File: config.mk
export PLATFORM = sky130hd
export DESIGN_NAME = msrh_brtag_alloc_flat
export DESIGN_NICKNAME = d
export VERILOG_FILES = /design/src/rtl/msrh_conf_pkg.sv /design/src/rtl/msrh_pkg.sv /design/src/rtl/msrh_brtag_alloc_if.sv /design/src/rtl/msrh_brtag_pick.sv /design/src/rtl/msrh_brtag_alloc.sv /design/src/flat_wrapper.sv
export SDC_FILE = /design/constraint.sdc
export NUM_CORES = 1
export LEC_CHECK = 0
export CAP_MARGIN = 20
export CELL_PAD_IN_SITES_DETAIL_PLACEMENT = 1
export CELL_PAD_IN_SITES_GLOBAL_PLACEMENT = 1
export CORE_MARGIN = 5
export CORE_UTILIZATION = 29
export CTS_CLUSTER_DIAMETER = 200
export DETAILED_ROUTE_END_ITERATION = 10
export GPL_TIMING_DRIVEN = 0
export PLACE_DENSITY_LB_ADDON = 0.1
export SLEW_MARGIN = 20
export SYNTH_ARGS = -nofsm -noshare
export SYNTH_HDL_FRONTEND = slang
export SYNTH_SLANG_ARGS = --single-unit
File: constraint.sdc
create_clock -name i_clk -period 13.8 [get_ports i_clk]
set_input_delay 3.45 -clock i_clk [delete_from_list [all_inputs] [get_ports i_clk]]
set_output_delay 3.45 -clock i_clk [all_outputs]
set_load 0.03 [all_outputs]
File: src/rtl/msrh_conf_pkg.sv
// Core-wide configuration constants shared by every msrh block.
package msrh_conf_pkg;
  localparam int BR_TAG_NUM    = 8;
  localparam int DISP_BR_WIDTH = 2;
endpackage

File: src/rtl/msrh_pkg.sv
// Common msrh types; brmask_t is the branch mask seen by the schedulers and the BRU pipe.
package msrh_pkg;
  localparam int BRTAG_NUM         = msrh_conf_pkg::BR_TAG_NUM;
  localparam int BRTAG_ALLOC_WIDTH = msrh_conf_pkg::DISP_BR_WIDTH;

  typedef logic [BRTAG_NUM-1:0] brmask_t;
endpackage

File: src/rtl/msrh_brtag_alloc_if.sv
// Dispatch / branch-resolve / flush bundle of the branch tag allocator.
interface msrh_brtag_alloc_if #(
  parameter int TAG_NUM     = 8,
  parameter int ALLOC_WIDTH = 2
);
  localparam int CNT_W = $clog2(TAG_NUM + 1);

  logic                                  i_alloc_valid;
  logic [ALLOC_WIDTH-1:0]                i_alloc_req;
  logic                                  o_alloc_ready;
  logic [ALLOC_WIDTH-1:0][TAG_NUM-1:0]   o_alloc_tag_oh;
  logic                                  i_resolve_valid;
  logic [TAG_NUM-1:0]                    i_resolve_tag_oh;
  logic                                  i_resolve_mispred;
  logic                                  i_flush;
  logic [TAG_NUM-1:0]                    o_active_mask;
  logic [TAG_NUM-1:0]                    o_kill_mask;
  logic [CNT_W-1:0]                      o_free_count;

  modport master (
    output i_alloc_valid, i_alloc_req, i_resolve_valid, i_resolve_tag_oh,
           i_resolve_mispred, i_flush,
    input  o_alloc_ready, o_alloc_tag_oh, o_active_mask, o_kill_mask, o_free_count
  );

  modport slave (
    input  i_alloc_valid, i_alloc_req, i_resolve_valid, i_resolve_tag_oh,
           i_resolve_mispred, i_flush,
    output o_alloc_ready, o_alloc_tag_oh, o_active_mask, o_kill_mask, o_free_count
  );
endinterface

File: src/rtl/msrh_brtag_pick.sv
// Find-first-N-free picker: each requesting slot, oldest first, takes the lowest
// free tag not already taken by an older slot.
module msrh_brtag_pick #(
  parameter int TAG_NUM     = 8,
  parameter int ALLOC_WIDTH = 2
) (
  input  logic [TAG_NUM-1:0]                  free_vec,
  input  logic [ALLOC_WIDTH-1:0]              req,
  output logic [ALLOC_WIDTH-1:0][TAG_NUM-1:0] pick_oh
);
  logic [TAG_NUM-1:0] avail [ALLOC_WIDTH];

  assign avail[0] = free_vec;

  generate
    for (genvar gi = 0; gi < ALLOC_WIDTH; gi++) begin : g_slot
      // a & (~a + 1) isolates the lowest set bit
      assign pick_oh[gi] = req[gi] ? (avail[gi] & (~avail[gi] + TAG_NUM'(1))) : '0;
      if (gi < ALLOC_WIDTH - 1) begin : g_chain
        assign avail[gi+1] = avail[gi] & ~pick_oh[gi];
      end
    end
  endgenerate
endmodule

File: src/rtl/msrh_brtag_alloc.sv
// Branch tag allocator: grants one-hot tags to dispatched branches, tracks
// which older branches each tag depends on, and produces kill masks on mispredict.
module msrh_brtag_alloc
  import msrh_pkg::*;
#(
  parameter int TAG_NUM     = BRTAG_NUM,
  parameter int ALLOC_WIDTH = BRTAG_ALLOC_WIDTH
) (
  input  logic              i_clk,
  input  logic              i_reset_n,
  msrh_brtag_alloc_if.slave br_if
);
  localparam int CNT_W = $clog2(TAG_NUM + 1);

  logic [TAG_NUM-1:0]                 active_reg, active_next;
  logic [TAG_NUM-1:0]                 dep_reg  [TAG_NUM];
  logic [TAG_NUM-1:0]                 dep_next [TAG_NUM];
  logic [TAG_NUM-1:0]                 younger, freed, grant_acc;
  logic [ALLOC_WIDTH-1:0][TAG_NUM-1:0] pick_oh;
  logic [CNT_W-1:0]                   act_cnt, req_cnt, free_cnt;
  logic                               resolve_hit, mispred_now, ready, fire;

  msrh_brtag_pick #(.TAG_NUM(TAG_NUM), .ALLOC_WIDTH(ALLOC_WIDTH)) u_pick (
    .free_vec (~active_reg),
    .req      (br_if.i_alloc_req),
    .pick_oh  (pick_oh)
  );

  generate
    for (genvar gi = 0; gi < TAG_NUM; gi++) begin : g_tag
      assign younger[gi] = active_reg[gi] & |(dep_reg[gi] & br_if.i_resolve_tag_oh);

      always_ff @(posedge i_clk or negedge i_reset_n) begin
        if (!i_reset_n) dep_reg[gi] <= '0;
        else            dep_reg[gi] <= dep_next[gi];
      end
    end
  endgenerate

  always_ff @(posedge i_clk or negedge i_reset_n) begin
    if (!i_reset_n) active_reg <= '0;
    else            active_reg <= active_next;
  end

  always_comb begin
    act_cnt = '0;
    for (int i = 0; i < TAG_NUM; i++) act_cnt += CNT_W'(active_reg[i]);
    req_cnt = '0;
    for (int i = 0; i < ALLOC_WIDTH; i++) req_cnt += CNT_W'(br_if.i_alloc_req[i]);
  end

  assign free_cnt    = CNT_W'(TAG_NUM) - act_cnt;
  // Resolves against tags that are not in flight are stale and ignored
  assign resolve_hit = br_if.i_resolve_valid && |(br_if.i_resolve_tag_oh & active_reg);
  assign mispred_now = resolve_hit && br_if.i_resolve_mispred;
  assign ready       = !i_reset_n ||
                       ((free_cnt >= req_cnt) && !br_if.i_flush && !mispred_now);
  assign fire        = br_if.i_alloc_valid && ready;

  always_comb begin
    freed = '0;
    if (br_if.i_flush)
      freed = '1;
    else if (resolve_hit)
      freed = (br_if.i_resolve_tag_oh & active_reg) | (mispred_now ? younger : '0);
  end

  // Rows of freed tags clear; columns of freed tags drop out of surviving rows.
  // A new tag depends on survivors plus tags given to older slots this cycle.
  always_comb begin
    grant_acc = '0;
    for (int t = 0; t < TAG_NUM; t++)
      dep_next[t] = freed[t] ? '0 : (dep_reg[t] & ~freed);
    if (fire) begin
      for (int k = 0; k < ALLOC_WIDTH; k++) begin
        for (int t = 0; t < TAG_NUM; t++)
          if (pick_oh[k][t]) dep_next[t] = (active_reg & ~freed) | grant_acc;
        grant_acc |= pick_oh[k];
      end
    end
    active_next = (active_reg & ~freed) | grant_acc;
  end

  assign br_if.o_alloc_ready  = ready;
  assign br_if.o_alloc_tag_oh = fire ? pick_oh : '0;
  assign br_if.o_active_mask  = active_reg;
  assign br_if.o_kill_mask    = br_if.i_flush ? active_reg : (mispred_now ? younger : '0);
  assign br_if.o_free_count   = free_cnt;
endmodule
File: src/flat_wrapper.sv
// flat-port wrapper written by rule: the top's interface ports become plain ports
module msrh_brtag_alloc_flat import msrh_pkg::*;
#(
  parameter int TAG_NUM     = BRTAG_NUM,
  parameter int ALLOC_WIDTH = BRTAG_ALLOC_WIDTH
)
  (i_clk, i_reset_n, br_if_i_alloc_valid, br_if_i_alloc_req, br_if_i_resolve_valid, br_if_i_resolve_tag_oh, br_if_i_resolve_mispred, br_if_i_flush, br_if_o_alloc_ready, br_if_o_alloc_tag_oh, br_if_o_active_mask, br_if_o_kill_mask, br_if_o_free_count);
  msrh_brtag_alloc_if #(.TAG_NUM(TAG_NUM), .ALLOC_WIDTH(ALLOC_WIDTH)) br_if_i ();
  input  logic i_clk;
  input  logic i_reset_n;
  input wire logic [$bits(br_if_i.i_alloc_valid)-1:0] br_if_i_alloc_valid;
  input wire logic [$bits(br_if_i.i_alloc_req)-1:0] br_if_i_alloc_req;
  input wire logic [$bits(br_if_i.i_resolve_valid)-1:0] br_if_i_resolve_valid;
  input wire logic [$bits(br_if_i.i_resolve_tag_oh)-1:0] br_if_i_resolve_tag_oh;
  input wire logic [$bits(br_if_i.i_resolve_mispred)-1:0] br_if_i_resolve_mispred;
  input wire logic [$bits(br_if_i.i_flush)-1:0] br_if_i_flush;
  output wire logic [$bits(br_if_i.o_alloc_ready)-1:0] br_if_o_alloc_ready;
  output wire logic [$bits(br_if_i.o_alloc_tag_oh)-1:0] br_if_o_alloc_tag_oh;
  output wire logic [$bits(br_if_i.o_active_mask)-1:0] br_if_o_active_mask;
  output wire logic [$bits(br_if_i.o_kill_mask)-1:0] br_if_o_kill_mask;
  output wire logic [$bits(br_if_i.o_free_count)-1:0] br_if_o_free_count;
  assign br_if_i.i_alloc_valid = br_if_i_alloc_valid;
  assign br_if_i.i_alloc_req = br_if_i_alloc_req;
  assign br_if_i.i_resolve_valid = br_if_i_resolve_valid;
  assign br_if_i.i_resolve_tag_oh = br_if_i_resolve_tag_oh;
  assign br_if_i.i_resolve_mispred = br_if_i_resolve_mispred;
  assign br_if_i.i_flush = br_if_i_flush;
  assign br_if_o_alloc_ready = br_if_i.o_alloc_ready;
  assign br_if_o_alloc_tag_oh = br_if_i.o_alloc_tag_oh;
  assign br_if_o_active_mask = br_if_i.o_active_mask;
  assign br_if_o_kill_mask = br_if_i.o_kill_mask;
  assign br_if_o_free_count = br_if_i.o_free_count;
  msrh_brtag_alloc #(.TAG_NUM(TAG_NUM), .ALLOC_WIDTH(ALLOC_WIDTH)) u_core (.i_clk(i_clk), .i_reset_n(i_reset_n), .br_if(br_if_i));
endmodule
==> results of run 1 <==
[report_power, final]
part / internal (W) / leakage (nW) / switching, W
registers: 0.000222 / 1.00 / 0.0000153
logic: 0.000109 / 1.25 / 0.000237
clock network: 0.000144 / 0.139 / 0.0000939
total: 0.000475 / 2.39 / 0.000346
[stage by stage]
step / utilization / cells / worst slack (ns) / total power (W)
after floorplan: - / 513 / 4.73 / 0.000433
after global placement: 0.346 / 772 / 1.49 / 0.000575
after detailed placement: 0.349 / 774 / 2.46 / 0.000582
after CTS: 0.367 / 789 / 2.45 / 0.000820
after global routing: 0.367 / 789 / 2.22 / 0.000859
final: 0.367 / 789 / 2.44 / 0.000821
[synth_stat cells, types with 8 or more instances]
cell	count
a21oi_1	23
a22oi_1	51
a32oi_1	8
and2_1	9
and3_1	10
buf_2	17
clkbuf_1	14
dfrtp_1	72
ha_1	13
inv_1	23
nand2_1	31
nand3_1	58
nor2_1	38
o2111ai_1	10
o211ai_1	11
o21ai_0	33
[per-layer routing]
metal	up-vias	routed length (microns)	GRT usage
li1	2075	-	-
met1	2487	10100	0.354
met2	215	10200	0.384
met3	37	1890	0.0516
met4	0	620	0.0918
met5	-	0	0
[worst max-delay path, delay by kind of cell]
family | cells | cell delay, ns
AO/OA/AOI/OAI | 2 | 1.15
AND/OR/NAND/NOR | 3 | 0.40
adder cells (fa/ha/maj) | 2 | 0.58
buffers and inverters | 5 | 2.34
[cell type report]
class,count,area [sq um],area share
sequential,72,1800,0.320
multi-input combinational,381,2490,0.443
clock inverter,3,42.5,0.00756
clock buffer,12,246,0.0438
buffer,37,179,0.0318
tap,211,264,0.0469
inverter,23,86.3,0.0153
timing repair buffer,50,513,0.0912
[path summary, 6_finish.rpt]
kind,slack [ns],to,start
max in group asynchronous,10.18,u_core.dep_reg[32]$_DFF_PN0_,i_reset_n
hold reg to reg,0.51,u_core.dep_reg[35]$_DFF_PN0_,u_core.dep_reg[35]$_DFF_PN0_
min in group asynchronous,3.01,u_core.dep_reg[42]$_DFF_PN0_,i_reset_n
setup reg to reg,8.25,u_core.dep_reg[43]$_DFF_PN0_,u_core.br_if.o_active_mask[5]$_DFF_PN0_
hold / removal,0.51,u_core.dep_reg[35]$_DFF_PN0_,u_core.dep_reg[35]$_DFF_PN0_
setup / recovery,2.44,br_if_o_alloc_tag_oh[10],br_if_i_alloc_req[0]
[logic make-up after synthesis]
logic type	count (synthesis)
adder cells (fa/ha/maj)	16
XOR/XNOR	1
AO/OA/AOI/OAI	185
flip-flops	72
buffers and inverters	60
AND/OR/NAND/NOR	175
multiplexers	4
==> flow_metrics.env, run 1 <==
export IMPL_yosys_warnings=0
export IMPL_nNetsFinal=606
export IMPL_max_freq_mhz=88.0
export IMPL_postCtsSetupBuffers=0
export IMPL_cp_data_arrival_time_ns=7.91
export IMPL_fin_area_sq_um=5630
export IMPL_synthMuxAreaShare=0.00879
export IMPL_synth_xor_area_frac=0.00192
export IMPL_hold_path_class="reg2reg"
export IMPL_gp_congestion=0.933
export IMPL_outcome="completed"
export IMPL_cts_sinks=72
export IMPL_crit_top_cell="buf_2"
export IMPL_hold_path_cell_count=1
export IMPL_syn_to_final_growth_pct=23.6
export IMPL_io_buffers=48
export IMPL_synth_seq_area_share=0.396
export IMPL_layout_common_cells="72 x dfrtp_1, 58 x nand3_1, 51 x a22oi_1, 47 x clkdlybuf4s50_1, 38 x nor2_1"
export IMPL_syn_nets=545
export IMPL_synthTopCellsByArea="dfrtp_1 40%, a22oi_1 8.4%, nand3_1 6.4%, o21ai_0 3.6%, ha_1 3.6%"
export IMPL_final_hold_viol_count=0
export IMPL_start_util=0.297
export IMPL_dp_hpwl_microns=15600
export IMPL_vias=4814
export IMPL_cts_buffer_depth=2
export IMPL_drtIter0Drc=358
export IMPL_coreArea_sq_um=15300
export IMPL_synth_top_area_share=0.396
export IMPL_worstPathCellList="clkdlybuf4s50_1, ha_1, ha_1, nand2b_1, a2111oi_0, nor3b_1, a21oi_1, buf_2, buf_2, buf_2, nor2_1, clkdlybuf4s50_1"
export IMPL_peakVddDrop_mv=0.0843
export IMPL_postPlaceCellArea_sq_um=5340
export IMPL_synth_compound_area_frac=0.292
export IMPL_wl_per_cell_microns=28.9
export IMPL_cts_root_buffer="clkbuf_16"
export IMPL_worstSetupEndpointType="output port"
export IMPL_cts_tree="yes"
export IMPL_clk_latency_ns=0.35
export IMPL_period_share=0.823
export IMPL_synth_area_per_cell_sq_um=8.88
export IMPL_grt_pass1_wl_microns=33900
export IMPL_largest_reg_flops=64
export IMPL_final_common_cell="dfrtp_1"
export IMPL_synth_top_family_by_area="compound AO/OA/AOI/OAI gates"
export IMPL_clock_skew_ns=0.00693
export IMPL_setup_viol=0
export IMPL_grt_remaining_overflow=0
export IMPL_drt_wl_total_microns=22800
export IMPL_setup_tns_ns=0
export IMPL_cap_violations=0
export IMPL_cp_max_fo=10
export IMPL_cts_made_buffers=9
export IMPL_die_area_sq_um=18300
export IMPL_ff2ff_path_depth=16
export IMPL_cts_clk_slew_worst_paths_ns=0.06
export IMPL_ys_seq_elements=72
export IMPL_relSlewSlack=0.257
export IMPL_vias_per_cell=6.10
export IMPL_syn_instance_count=513
export IMPL_diodes=0
export IMPL_critPathKind="in2out"
export IMPL_period_needed_ns=11.36
export IMPL_synth_top_cell_by_area="dfrtp_1"
export IMPL_fp_dieH_microns=135
export IMPL_synth_edff_count=0
export IMPL_synth_simple_area_share=0.195
export IMPL_whs_ns=0.512
export IMPL_synthArstFlopShare=1.00
export IMPL_rows=45
export IMPL_grt_pass1_vias=5022
export IMPL_dr_pass1_iters=5
export IMPL_cp_start_kind="primary input"
export IMPL_ys_flop_type="dfrtp_1"
export IMPL_post_route_drc_count=0
export IMPL_worst_path_max_delay_cell="a2111oi_0"
export IMPL_fp_dieW_microns=135
export IMPL_p_per_area_nw_per_um2=146
export IMPL_drv_slew=0
export IMPL_rsz0062_at_grt="no"
export IMPL_slowest_delay_ns=0.91
export IMPL_io_pins=53
export IMPL_nFillCells=1818
export IMPL_grt_max_degree=52
export IMPL_ctsHoldBuffers=0
export IMPL_synth_area_sq_um=4550
export IMPL_cts_resized=0
export IMPL_ant_nets=0
export IMPL_track_usage=0.252
export IMPL_h_tree_depth=3
export IMPL_tightest_slew_ns=1.11
export IMPL_worst_ep_required_time_ns=10.35
export IMPL_ys_types=54
export IMPL_synthAdderAreaFrac=0.0489
export IMPL_final_layout_size_suffix_gt1_frac=0.0796
export IMPL_antenna_found_initial=0
export IMPL_cellLeakagePower_nw=2.39
Note: power is estimated with default switching activity, not from simulation.
==> inputs of run 2 (changes only) <==
clock period = 10.8 ns   (was 13.8 ns; I/O delays follow)
==> results of run 2 <==
Same layout as run 1 (identical final DEF). Status: completed.
Main changes from that run: setup slack after placement 2.46 ns -> 0.962 ns; setup slack after layout 2.44 ns -> 0.938 ns; register-to-register setup slack 8.25 ns -> 5.25 ns; total power 0.000821 W -> 0.00105 W; worst IR drop on VDD 0.0843 mV -> 0.108 mV
